===== src/rtl/joystick_axes.sv =====
// joystick_axes: multi-axis joystick position integrator.
// Bytes from the UART receiver are dealt round-robin to N_AXES channels.
// Each channel has a deadzone decoder and a rate-proportional stepper that
// moves a saturating (or wrapping) position counter. A synchronised push
// button toggles a menu state bit.
//
// Input handshake: valid_i is a single-cycle strobe with no back-pressure.
// Every rising clk_i edge that sees valid_i high consumes data_i into the
// channel addressed by sel_o. The block never stalls the producer.
module joystick_axes #(
    parameter int         N_AXES  = 2,
    parameter int         POS_W   = 8,
    parameter int         TICK_W  = 20,
    parameter logic [7:0] DEAD_LO = 8'h7C,
    parameter logic [7:0] DEAD_HI = 8'h83,
    parameter bit         WRAP    = 1'b0,
    localparam int        SEL_W   = (N_AXES > 1) ? $clog2(N_AXES) : 1
) (
    input  logic                    clk_i,
    input  logic                    rst_i,
    input  logic [7:0]              data_i,
    input  logic                    valid_i,
    input  logic                    btn_i,
    output logic [SEL_W-1:0]        sel_o,
    output logic [8*N_AXES-1:0]     axis_o,
    output logic [POS_W*N_AXES-1:0] pos_o,
    output logic [N_AXES-1:0]       moving_o,
    output logic                    tick_o,
    output logic                    state_o
);

    localparam logic [SEL_W-1:0]  SEL_LAST = SEL_W'(N_AXES - 1);
    localparam logic [POS_W-1:0]  POS_MAX  = '1;
    // Prescaler value one below all-ones: registering the compare against
    // this value makes tick_o high exactly while the prescaler is all-ones.
    localparam logic [TICK_W-1:0] PRE_LAST = ~(TICK_W'(1));

    logic [7:0]        axis_q [N_AXES];
    logic [POS_W-1:0]  pos_q  [N_AXES];
    logic [6:0]        cnt_q  [N_AXES];
    logic [6:0]        period [N_AXES];
    logic [N_AXES-1:0] up_dir;
    logic [N_AXES-1:0] dn_dir;
    logic [TICK_W-1:0] presc_q;
    logic              btn_sync1;
    logic              btn_sync2;
    logic              btn_prev;
    logic              btn_rise;

    // Round-robin channel pointer, advanced by each accepted byte.
    always_ff @(posedge clk_i or negedge rst_i) begin
        if (!rst_i) begin
            sel_o <= '0;
        end else if (valid_i) begin
            sel_o <= (sel_o == SEL_LAST) ? '0 : sel_o + SEL_W'(1);
        end
    end

    // Capture the strobed byte into the channel the pointer addresses.
    always_ff @(posedge clk_i or negedge rst_i) begin
        if (!rst_i) begin
            for (int k = 0; k < N_AXES; k++) begin
                axis_q[k] <= 8'h80;
            end
        end else if (valid_i) begin
            for (int k = 0; k < N_AXES; k++) begin
                if (sel_o == SEL_W'(k)) begin
                    axis_q[k] <= data_i;
                end
            end
        end
    end

    // Free-running step prescaler with a registered one-cycle tick.
    always_ff @(posedge clk_i or negedge rst_i) begin
        if (!rst_i) begin
            presc_q <= '0;
            tick_o  <= 1'b0;
        end else begin
            presc_q <= presc_q + TICK_W'(1);
            tick_o  <= (presc_q == PRE_LAST);
        end
    end

    // Deadzone decode: direction and step period from the registered sample.
    // The further the stick is from centre, the shorter the period.
    always_comb begin
        for (int k = 0; k < N_AXES; k++) begin
            up_dir[k] = 1'b0;
            dn_dir[k] = 1'b0;
            period[k] = 7'd0;
            if (axis_q[k] < DEAD_LO) begin
                dn_dir[k] = 1'b1;
                period[k] = axis_q[k][6:0];
            end else if (axis_q[k] > DEAD_HI) begin
                up_dir[k] = 1'b1;
                period[k] = 7'd127 - axis_q[k][6:0];
            end
        end
    end

    // Per-axis stepper and position counter, advanced only on a tick.
    // The >= compare lets a freshly shortened period step on the next tick
    // instead of waiting for the 7-bit counter to wrap.
    always_ff @(posedge clk_i or negedge rst_i) begin
        if (!rst_i) begin
            for (int k = 0; k < N_AXES; k++) begin
                cnt_q[k] <= 7'd0;
                pos_q[k] <= '0;
            end
        end else if (tick_o) begin
            for (int k = 0; k < N_AXES; k++) begin
                if (!(up_dir[k] || dn_dir[k])) begin
                    cnt_q[k] <= 7'd0;
                end else if (cnt_q[k] >= period[k]) begin
                    cnt_q[k] <= 7'd0;
                    if (up_dir[k]) begin
                        if (pos_q[k] == POS_MAX) begin
                            pos_q[k] <= WRAP ? '0 : pos_q[k];
                        end else begin
                            pos_q[k] <= pos_q[k] + POS_W'(1);
                        end
                    end else begin
                        if (pos_q[k] == '0) begin
                            pos_q[k] <= WRAP ? POS_MAX : pos_q[k];
                        end else begin
                            pos_q[k] <= pos_q[k] - POS_W'(1);
                        end
                    end
                end else begin
                    cnt_q[k] <= cnt_q[k] + 7'd1;
                end
            end
        end
    end

    // Button: two-flop synchroniser, edge history, and menu toggle.
    always_ff @(posedge clk_i or negedge rst_i) begin
        if (!rst_i) begin
            btn_sync1 <= 1'b0;
            btn_sync2 <= 1'b0;
            btn_prev  <= 1'b0;
            state_o   <= 1'b0;
        end else begin
            btn_sync1 <= btn_i;
            btn_sync2 <= btn_sync1;
            btn_prev  <= btn_sync2;
            state_o   <= state_o ^ btn_rise;
        end
    end

    assign btn_rise = btn_sync2 & ~btn_prev;

    // Flatten the per-axis registers onto the packed output buses.
    always_comb begin
        axis_o   = '0;
        pos_o    = '0;
        moving_o = '0;
        for (int k = 0; k < N_AXES; k++) begin
            axis_o[8*k +: 8]         = axis_q[k];
            pos_o[POS_W*k +: POS_W]  = pos_q[k];
            moving_o[k]              = up_dir[k] | dn_dir[k];
        end
    end

endmodule


===== config.mk =====
export PLATFORM = sky130hd
export DESIGN_NAME = joystick_axes
export DESIGN_NICKNAME = d
export VERILOG_FILES = /design/src/rtl/joystick_axes.sv
export SDC_FILE = /design/constraint.sdc
export NUM_CORES = 1
export LEC_CHECK = 0
export CORE_MARGIN = 2
export CORE_UTILIZATION = 51
export DETAILED_ROUTE_END_ITERATION = 6
export GPL_ROUTABILITY_DRIVEN = 0
export GPL_TIMING_DRIVEN = 1
export HOLD_SLACK_MARGIN = 0.03
export PLACE_DENSITY = 0.77
export RECOVER_POWER = 25
export SLEW_MARGIN = 20
export SYNTH_ARGS = -nofsm -noshare
export SYNTH_HDL_FRONTEND = slang
export SYNTH_SLANG_ARGS = --single-unit

===== constraint.sdc =====
create_clock -name clk_i -period 2.95 [get_ports clk_i]
set_input_delay 0.4425 -clock clk_i [delete_from_list [all_inputs] [get_ports clk_i]]
set_output_delay 0.4425 -clock clk_i [all_outputs]
set_load 0.1 [all_outputs]

==> implementation parameters <==
Parameter                              Value

STA
  Clock Skew    between 8 and 9 ps
  Min cycle time layout    2920 ps
  Highest clock rate    about 340 MHz
  Final Setup Violations    0
  Final hold violation count    0
  Slew headroom    0.117
  Worst-Margin Slew    between 1000 and 1500 ps
  Setup slack after layout    25.6 ps
  Period Utilization, post-route    0.991
  Unrepaired setup endpoints after global routing    true
  Fin. max-slew vios    0

Logic synthesis
  Combined area of all synthesized cells    between 4000 and 5000 um^2
  Number of synthesis warnings    0
  Area leader, netlist    dfrtp_1
  Post-synthesis cell count    approximately 390
  Synth area leaders    dfrtp_1 (43%), ha_1 (9.3%), mux2_2 (5.6%)
  Per-instance average area after synthesis    about 10 um^2
  Number of distinct standard cells referenced by the synthesized netlist    43
  Number of nets in the synthesized netlist    430
  Count of state elements after synthesis    a little over 70
  Sequential-to-total area share from yosys stat    0.447
  Area share of the largest cell type after synthesis    0.434

Global route
  Number of antenna violations at the first check in global routing    0
  Total congestion overflow    0
  First-pass GRT wire length    around 14000 um
  Overall track demand over capacity in global routing    0.212
  Vias in the first global route    between 3000 and 4000
  Pin count of the biggest net entering global routing    50

Run
  Max-cap violations    0

Setup path
  Category of the worst setup path capture point    flip-flop
  Startpoint class of the critical path    flip-flop
  Required time at the worst-slack endpoint    3190 ps
  Arrival time reported for the critical path endpoint    3160 ps
  Startpoint-to-endpoint class of the critical path    flip-flop to flip-flop
  Worst setup slack for register-to-register paths    about 26 ps
  Max FO, Critical Path    8

Layout
  Net count of the finished layout    518
  Most common cell after layout, fill and taps aside    buf_4
  Number of standard cells in the layout, taps in and fillers out    a little under 600
  Highest-count cells in the layout ignoring fill and taps    buf_4 (62), dfrtp_1 (61), nor2_1 (33)
  Layout overhead on the synthesized area    29.6%
  Core Util, Final    0.680
  Number of diodes added for antenna fixing    0
  Share of cells above drive strength 1    0.340

Route
  Number of remaining DRC errors    0
  Post-detailed-routing wire length    slightly above 9000 um
  Routed met3 length    roughly 470 um
  Via density    around 5.5
  Wire per inst    15.6 um
  Antenna viol nets, final    0
  Highest metal layer with signal wires    met4
  Drt first pass iters    4
  Total number of vias    3202
  Post-route met1 wirelength    4110 um
  Met2 routed wirelength    ~4400 um
  DRT iter0 DRCs    ~170

CTS
  TritonCTS buffer count    9
  Clock-pin slew on the worst setup and hold paths    approximately 80 ps
  TritonCTS clock tree    yes
  Number of buffers inserted for hold repair after clock tree synthesis    0
  CTS sink count    approximately 70
  CTS max path bufs    2
  Maximum level of the CTS H-tree    3
  Clk_lat worst skew    around 350 ps
  Library cell used as clock root buffer    clkbuf_8

Floorplanning
  Die Footprint    around 8600 um^2
  Std cell rows    32
  Initial Utilization    0.525
  Io pins    approximately 50
  Die Wd    roughly 93 um
  Placeable Area    just under 8000 um^2
  Die Y-Extent    a little over 90 um

Outcome
  Status    finished clean

Place
  Pre-CTS setup slack    -94.3 ps
  Placed instance count    approximately 540
  Input/output buffers    48
  HPWL after DPL    around 6000 um

Power
  P_leak    around 0.0025 uW
  Power density over the cells    just over 900 nW/um^2
  IR Drop Worst-Case VDD    roughly 420 uV

Min path
  Class of the tightest hold or removal check    flip-flop to flip-flop
==> area by class of cell <==
| class | count | area [um^2] |
|---|---|---|
| Fill cell | 605 | 2460 |
| Multi-Input combinational cell | 292 | 2370 |
| Sequential cell | 72 | 1820 |
| Timing Repair Buffer | 82 | 673 |
| Clock buffer | 10 | 128 |
| Tap cell | 102 | 128 |
| Inverter | 17 | 63.8 |
| Clock inverter | 6 | 43.8 |
==> kinds of logic (layout without fill, tap and decap cells) <==
logic type / count (synthesis) / after routing / share of synthesized area
AO/OA/AOI/OAI: 72 / 72 / 0.107
XOR/XNOR: 36 / 36 / 0.0781
adder cells (fa/ha/maj): 32 / 32 / 0.103
buffers and inverters: 24 / 115 / 0.0248
flip-flops: 72 / 72 / 0.447
multiplexers: 31 / 31 / 0.0893
AND/OR/NAND/NOR: 119 / 121 / 0.151
==> report_power, final <==
part	switching [uW]	total, uW	internal [uW]
Clock	401	710	308
Sequential	145	1290	1150
Combinational	1810	2760	948
==> repair_timing <==
item                                    in CTS  in global routing
pin swaps                                    1                 25
endpoints found under the setup margin      14                 21
gates resized for setup                      8                 45
cloned                                       0                  2
setup buffers                                2                 17
==> registers in the layout, indices dropped and copies added, names as in the netlist <==
register,count
presc_q,20
axis_o,16
pos_o,16
cnt_q,14
btn_prev,1
btn_sync1,1
btn_sync2,1
sel_o,1
state_o,1
tick_o,1
==> metal layers <==
metal	global-route usage	up-vias
li1	-	1556
met1	0.269	1585
met2	0.345	54
met3	0.0781	7
met4	0.0527	0
met5	0	-
==> stage by stage <==
| stage | setup TNS (ps) | hold WS (ps) | area, um^2 | power, uW |
|---|---|---|---|---|
| 4_1_cts | -5.48 | 84.5 | 4910 | 4510 |
| 3_3_place_gp | 0 | 336 | 4710 | 3690 |
| 5_1_grt | -579 | 373 | 5230 | 5030 |
| 3_5_place_dp | -487 | 339 | 4710 | 3750 |
| 2_1_floorplan | -1050 | 147 | 4130 | 3150 |
| 6_report | 0 | 355 | 5230 | 4770 |
==> path summary, 6_finish.rpt <==
path,endpoint,from,cells past startpoint
worst max-delay path,pos_o[2]$_DFFE_PN0P_,axis_o[4]$_DFFE_PN0P_,11
worst min-delay path,btn_sync2$_DFF_PN0_,btn_sync1$_DFF_PN0_,0
worst max register to register,pos_o[2]$_DFFE_PN0P_,axis_o[4]$_DFFE_PN0P_,11
worst min register to register,btn_sync2$_DFF_PN0_,btn_sync1$_DFF_PN0_,0
max in group asynchronous,axis_o[5]$_DFFE_PN0P_,rst_i,2
min in group asynchronous,cnt_q[4]$_DFFE_PN0P_,rst_i,1
==> Yosys cell counts, drive strengths merged <==
library cell / n
a31oi: 1
a31o: 2
or3: 2
nand2: 27
and4b: 2
and3: 9
and4: 2
a21boi: 1
o21bai: 1
nor2: 33
nor3b: 6
dfstp: 2
nor3: 2
o22ai: 4
a21o: 11
o21a: 1
buf: 3
nor2b: 5
clkbuf: 4
or4: 6
o31ai: 1
nand3: 12
fa: 2
ha: 30
a211oi: 1
mux2i: 6
nand2b: 4
mux2: 25
inv: 17
nand4: 8
o21ai: 19
xor2: 11
a21oi: 28
o211ai: 1
o221ai: 1
xnor2: 25
nor4: 1
dfrtp: 70
==> critical path, stage by stage (launching register included) <==
cell	delay (ps)
dfrtp_4	480
or4_4	540
o21ai_4	200
buf_12	140
nor2_1	40
a21oi_1	140
ha_1	260
a21oi_1	170
o21ai_2	90
a21oi_2	170
and4b_4	280
mux2_4	310
Power figures use the tool's default switching activity.
